### config.mk
export PLATFORM = sky130hd
export DESIGN_NAME = rr_arbiter4
export DESIGN_NICKNAME = d
export VERILOG_FILES = /design/src/rtl/rr_arbiter4.sv
export SDC_FILE = /design/constraint.sdc
export NUM_CORES = 1
export LEC_CHECK = 0
export ABC_CLOCK_PERIOD_IN_PS = 1700
export BUFFER_PORTS_ARGS = -buffer_cell sky130_fd_sc_hd__buf_2
export CORE_AREA = 2 2 57 59
export DETAILED_ROUTE_END_ITERATION = 10
export DIE_AREA = 0 0 59 61
export PLACE_DENSITY = 0.56
export SYNTH_ARGS = -nofsm -noshare
export SYNTH_HDL_FRONTEND = slang
export SYNTH_SLANG_ARGS = --single-unit
### constraint.sdc
create_clock -name clk -period 1.7 [get_ports clk]
set_input_delay 0.17 -clock clk [delete_from_list [all_inputs] [get_ports clk]]
set_output_delay 0.17 -clock clk [all_outputs]
set_load 0.005 [all_outputs]
### src/rtl/rr_arbiter4.sv
// rr_arbiter4: four-way round-robin arbiter with a programmable hold limit.
// Grants one requester at a time; all outputs are registered.
module rr_arbiter4 #(
    parameter int MAX_HOLD = 15
) (
    input  logic       clk,
    input  logic       rst,
    input  logic [3:0] req,
    input  logic       done,
    output logic [3:0] gnt,
    output logic [1:0] gnt_id,
    output logic       gnt_v,
    output logic       timeout
);

    typedef enum logic {
        IDLE,
        GRANT
    } state_t;

    localparam int CW = (MAX_HOLD < 1) ? 1 : $clog2(MAX_HOLD + 1);
    localparam logic [CW-1:0] LIM  = CW'(MAX_HOLD);
    localparam logic [CW-1:0] CMAX = '1;

    state_t        state;
    state_t        state_n;
    logic [1:0]    ptr;
    logic [1:0]    ptr_n;
    logic [CW-1:0] hold_cnt;
    logic [CW-1:0] cnt_n;
    logic [3:0]    gnt_n;
    logic [1:0]    id_n;
    logic          v_n;
    logic          to_n;

    logic [3:0]    rot;
    logic [3:0]    rot_oh;
    logic [1:0]    off;
    logic [1:0]    winner;
    logic [3:0]    win_oh;
    logic          rel_done;
    logic          rel_drop;
    logic          rel_lim;
    logic          release_c;

    // Rotate requests so bit 0 is the requester at the priority pointer.
    always_comb begin
        rot = req;
        unique case (ptr)
            2'd0: rot = req;
            2'd1: rot = {req[0], req[3:1]};
            2'd2: rot = {req[1:0], req[3:2]};
            2'd3: rot = {req[2:0], req[3]};
            default: rot = req;
        endcase
    end

    // Isolate the lowest set rotated bit, encode it and map back to an index.
    always_comb begin
        rot_oh = rot & (~rot + 4'd1);
        off    = 2'd0;
        unique case (1'b1)
            rot_oh[0]: off = 2'd0;
            rot_oh[1]: off = 2'd1;
            rot_oh[2]: off = 2'd2;
            rot_oh[3]: off = 2'd3;
            default:   off = 2'd0;
        endcase
        winner = ptr + off;
        win_oh = 4'b0001 << winner;
    end

    // Release causes for the current owner; a drop or done masks the timeout.
    always_comb begin
        rel_done  = done;
        rel_drop  = ~req[gnt_id];
        rel_lim   = (MAX_HOLD != 0) && (hold_cnt == LIM);
        release_c = rel_done | rel_drop | rel_lim;
    end

    // Next-state and next-output logic for the IDLE/GRANT controller.
    always_comb begin
        state_n = state;
        ptr_n   = ptr;
        cnt_n   = hold_cnt;
        gnt_n   = gnt;
        id_n    = gnt_id;
        v_n     = gnt_v;
        to_n    = 1'b0;
        unique case (state)
            IDLE: begin
                gnt_n = 4'b0000;
                id_n  = 2'd0;
                v_n   = 1'b0;
                cnt_n = '0;
                if (|req) begin
                    state_n = GRANT;
                    gnt_n   = win_oh;
                    id_n    = winner;
                    v_n     = 1'b1;
                    cnt_n   = CW'(1);
                end
            end
            GRANT: begin
                if (release_c) begin
                    state_n = IDLE;
                    gnt_n   = 4'b0000;
                    id_n    = 2'd0;
                    v_n     = 1'b0;
                    cnt_n   = '0;
                    ptr_n   = gnt_id + 2'd1;
                    to_n    = rel_lim & ~rel_done & ~rel_drop;
                end else if (hold_cnt != CMAX) begin
                    cnt_n = hold_cnt + 1'b1;
                end
            end
            default: begin
                state_n = IDLE;
            end
        endcase
    end

    // State and output registers; reset wins over every other condition.
    always_ff @(posedge clk) begin
        if (rst) begin
            state    <= IDLE;
            ptr      <= 2'd0;
            hold_cnt <= '0;
            gnt      <= 4'b0000;
            gnt_id   <= 2'd0;
            gnt_v    <= 1'b0;
            timeout  <= 1'b0;
        end else begin
            state    <= state_n;
            ptr      <= ptr_n;
            hold_cnt <= cnt_n;
            gnt      <= gnt_n;
            gnt_id   <= id_n;
            gnt_v    <= v_n;
            timeout  <= to_n;
        end
    end

    a_onehot : assert property (
        @(posedge clk) disable iff (rst) gnt_v |-> $onehot(gnt)
    );

    a_zero : assert property (
        @(posedge clk) disable iff (rst) !gnt_v |-> (gnt == 4'b0000)
    );

endmodule
# Word-level counts from Yosys, hierarchy flattened
# Index checks and enable logic that the tools add are counted.
word_totals:
  register_bits: 15
  latch_bits: 0
  ram_bits: 0
  rom_bits: 0
  n_memories: 0
classes:
  n_addsub: 4
  n_mul: 0
  n_div: 0
  order_cmp: 1
  eq_ne: 7
  shifts: 1
  mux: 19
  bitwise_logic: 10
  n_reduce_logical: 4
op_table:
  columns: ["operator", "n"]
  rows:
  - ["4-bit 2-to-1 mux", 4]
  - ["4-bit one-hot mux with 2 select lines", 2]
  - ["4-bit one-hot mux with 4 select lines", 1]
  - ["4-bit by 1-bit adder with 4-bit output (second input constant)", 2]
  - ["2-bit one-hot mux with 3 select lines", 1]
  - ["1-bit 2-to-1 mux", 5]
  - ["4-bit bitwise AND", 1]
  - ["2-bit == test (second input constant)", 2]
  - ["4-bit == test (second input constant)", 1]
  - ["2-bit 2-to-1 mux", 2]
  - ["4-bit != test (second input constant)", 1]
  - ["1-bit inverter", 4]
  - ["4-bit inverter", 1]
  - ["1-bit one-hot mux with 2 select lines", 2]
  - ["2-bit one-hot mux with 2 select lines", 1]
  - ["4-bit OR reduction", 1]
  - ["1-bit by 2-bit left shift with 4-bit output (first input constant)", 1]
  - ["2-bit by 3-bit < comparator with 1-bit output (second input constant)", 1]
  - ["3-bit by 1-bit != test with 1-bit output (second input constant)", 1]
  - ["3-bit OR reduction", 1]
  - ["2-bit by 1-bit adder with 2-bit output (second input constant)", 1]
  - ["2-bit adder", 1]
  - ["1-bit bitwise AND", 2]
  - ["1-bit binary-select mux with 2-bit select", 1]
  - ["other kinds (5)", 6]

# Depth between registers and ports, before layout
depth:
  word_depth: 10
  mapped_depth: 11

# Worst setup path after synthesis
# Ideal clock, no wire load.
synth_timing:
  path_type: "reg2reg"
  start: "reg ptr[0]"
  end: "reg gnt_id[1]"
  setup_ns: 0.117
  arrival_time_ns: 1.630
  t_required_ns: 1.583
  path_slack_ns: -0.047
  path_stages_with_launch: 11
  path_buffers: 1
  path_cell_list: "dfxtp_1 -> clkbuf_1 -> nor2_1 -> nand2_1 -> o211ai_1 -> o21ai_0 -> nand2_1 -> ha_1 -> xnor2_1 -> nand3_1 -> a32o_1"
synth_between:
  elab_chain_cells: 9
synth_rtl:
  columns: ["element", "line_no", "source"]
  rows:
  - ["start: declaration", "27", "logic [1:0] ptr;"]
  - ["start signal: assignment", "135", "ptr <= ptr_n;"]
  - ["2-bit == test (tied with other cells)", "49", "unique case (ptr)"]
  - ["4-bit one-hot mux with 4 select lines", "49", null]
  - ["4-bit inverter", "60", "rot_oh = rot & (~rot + 4'd1);"]
  - ["4-bit by 1-bit adder with 4-bit output", "60", null]
  - ["4-bit bitwise AND", "60", null]
  - ["2-bit one-hot mux with 3 select lines", "62", "unique case (1'b1)"]
  - ["2-bit adder (*)", "69", "winner = ptr + off;"]
  - ["2-bit 2-to-1 mux (*)", "96", "if (|req) begin"]
  - ["2-bit one-hot mux with 2 select lines (*)", "90", "unique case (state)"]
  - ["end signal: assignment", "138", "gnt_id <= id_n;"]
  - ["end: declaration", "11", "output logic [1:0] gnt_id,"]
# Every way passes the cells marked *; elsewhere a longest branch is shown, timed or not.
# A chain may end at the register's enable or synchronous reset.

# Worst setup path in the final report
# Same ends and word-level chain as after synthesis.

==> flow_summary.yaml <==
status:
  status: "complete, no violations"
yosys:
  ys_types: 31
  synthesis.area_um2: 850
  ys_top_cells_by_count: "15 x dfxtp_1, 12 x nand2_1, 11 x nand3_1"
  yosysMostFrequentCell: "dfxtp_1"
  synth_area_leaders: "dfxtp_1 35%, nand3_1 6.5%, nand2_1 5.3%"
  async_reset_ff_share_pct: 0
  yosysTopAreaCellShare_pct: 35.3
  yosys.area.top_type: "dfxtp_1"
  synth-edff-count: 0
  ys_warn_count: 0
  seq_area_frac_synth_pct: 35.3
  synth_cells: 103
  syn_avg_cell_area_um2: 8.25
  yosys_most_used_dff: "dfxtp_1"
  syn_nets: 112
  synth-seq-cells: 15
global_routing:
  grt_pass1_vias: 724
  grt_max_degree: 11
  use_met1_pct: 14.7
  use_met2_pct: 19.0
  grt_usage_pct: 11.8
  grt_overflow_total: 0
  met3_usage_pct: 4.05
  grt_pass1_wl_um: 3180
  antenna_found_initial: 0
  top_usage_layer: "met2"
power:
  total_leakage_power_nw: 0.457
  powerDensity_nw_per_um2: 890
  ir_drop_v: 0.000480
  p_total_uw: 934
setup_path:
  setup.worst_path.end_class: "flop"
  cp_max_fo: 6
  crit_path_start_kind: "flop"
  timing.rr.start: "ptr[0]$_SDFFE_PP0P_"
  crit_type: "reg -> reg"
  crit_required_ns: 1.88
  worst-endpoint-arrival_ns: 1.81
  reg2reg_slack_ns: 0.06
  reg2regPathDepth: 9
  worstReg2RegEnd: "gnt_id[1]$_SDFFE_PP0P_"
  cp-startpoint: "ptr[0]$_SDFFE_PP0P_"
  cp-endpoint: "gnt_id[1]$_SDFFE_PP0P_"
drt:
  drtIter0Drc: 14
  wl_um: 1920
  drc: 0
  dr.pass1.iters: 4
  detailroute.via_count: 809
  ant_nets: 0
  wl_per_cell_um: 12.1
  vias_per_cell: 5.12
job:
  maxCapViolations: 0
die:
  fp-row-count: 20
  design.die.area_um2: 3600
  die_w_um: 59
  die_y_um: 61
  fp.coreArea_um2: 2950
  io-pin-count: 15
  initial_core_util_pct: 28.8
place:
  gp_congestion: 0.783
  io_buffers: 14
  placedCellCount: 154
  dp_slack_ns: -0.00575
  dp_hpwl_um: 1490
  dpl-instance-area_um2: 986
finish:
  area_growth_pct: 23.4
  final_cells: 158
  diodes: 0
  fin_nets: 135
  fin_area_um2: 1050
  finish.utilization_pct: 35.5
  drive_gt1_share_pct: 29.6
clocking:
  cts_buffers: 3
  cts_tree: "built"
  clk_pin_slew_worst_paths_ns: 0.09
  clock_latency_ns: 0.29
  cts-hold-fix-buffers: 0
  htree_levels: 1
  clkSinkCount: 15
  post_cts_buffers: 0
  cts_root_buf: "clkbuf_4"
  clk_path_buf_depth: 2
timing:
  drv_slew: 0
  whs_ns: 0.128
  period_share_pct: 96.3
  rsz0062_at_grt: "true"
  period_minus_slack_ns: 1.64
  setup_tns_ns: 0
  maxSlewHeadroom_pct: 77.3
  hold_viol_final: 0
  setup_ws_ns: 0.0634
  fin_skew_ns: 0.00883
  tightest_slew_ns: 0.341
  final-setup-viol-count: 0
  clock.fmax_ghz: 0.611
hold_path:
  holdCritPathClass: "in -> reg"
placed cells by master, fill, tap and decap left out, types with 2 or more instances in the layout:
cell	count
inv_1	5
nor2_1	7
xnor2_1	2
clkbuf_4	3
buf_4	9
dfxtp_1	14
a21oi_1	5
and3_1	3
o21ai_0	5
and2_1	3
nor3_1	3
nand3_1	11
nand2_1	12
a211oi_2	2
buf_2	14
o211ai_1	5
logic make-up after synthesis:
logic type / share of synthesized area (%)
and+or+nand+nor: 24.6
AOI/OAI and AO/OA: 22.1
DFF: 35.3
buffers and inverters: 7.22
xor gates and xnor gates: 5.16
adders and majority gates: 2.95
muxes: 2.65
routing by layer:
layer	part of all wire, %	wire, µm	vias up
met4	0.73	14	0
met2	48	925	19
met3	4.7	91	2
met5	0	0	-
met1	46	886	375
li1	-	-	413
worst max-delay path: stages, from the launching register on:
cell and delay (ns):
dfxtp_4 0.38, nor2_1 0.05, nand2_1 0.07, o211ai_1 0.08, o21ai_1 0.09, nand2_1 0.10
ha_4 0.19, xnor2_2 0.20, nand3_1 0.11, a32o_1 0.26
state kept, by name, indices dropped and copies added, names as in the netlist:
register	cells
timeout	1
hold_cnt	4
gnt_v	1
gnt_id	2
gnt	4
ptr	2
state	1
report_power, final:
| group | switching, mW | internal (mW) | leakage, nW |
|---|---|---|---|
| clock | 0.114 | 0.0912 | 0.0150 |
| combinational | 0.157 | 0.149 | 0.319 |
| sequential | 0.0306 | 0.392 | 0.124 |
worst min path at each step:
stage | from | end | cells past startpoint
after detailed placement | rst | ptr[1]$_SDFFE_PP0P_ | 2
after floorplan | rst | ptr[1]$_SDFFE_PP0P_ | 1
after CTS | rst | ptr[1]$_SDFFE_PP0P_ | 2
after global placement | rst | ptr[1]$_SDFFE_PP0P_ | 2
after global routing | rst | ptr[1]$_SDFFE_PP0P_ | 2
final | rst | ptr[1]$_SDFFE_PP0P_ | 2
area by class of cell:
cell class              instances  area (µm²)
fillers                       327        1900
multi-input cells              78         520
inverters                       5        18.8
clock buffers                   4        26.3
repair buffers                 23         138
well taps                      33        41.3
flip-flops and latches         15         304
repair_timing:
item / in CTS / in global routing
gates resized for setup: 3 / 5
setup endpoints to repair: 3 / 5
gates cloned: 0 / 0
pin swaps: 1 / 0
Power figures use the tool's default switching activity.
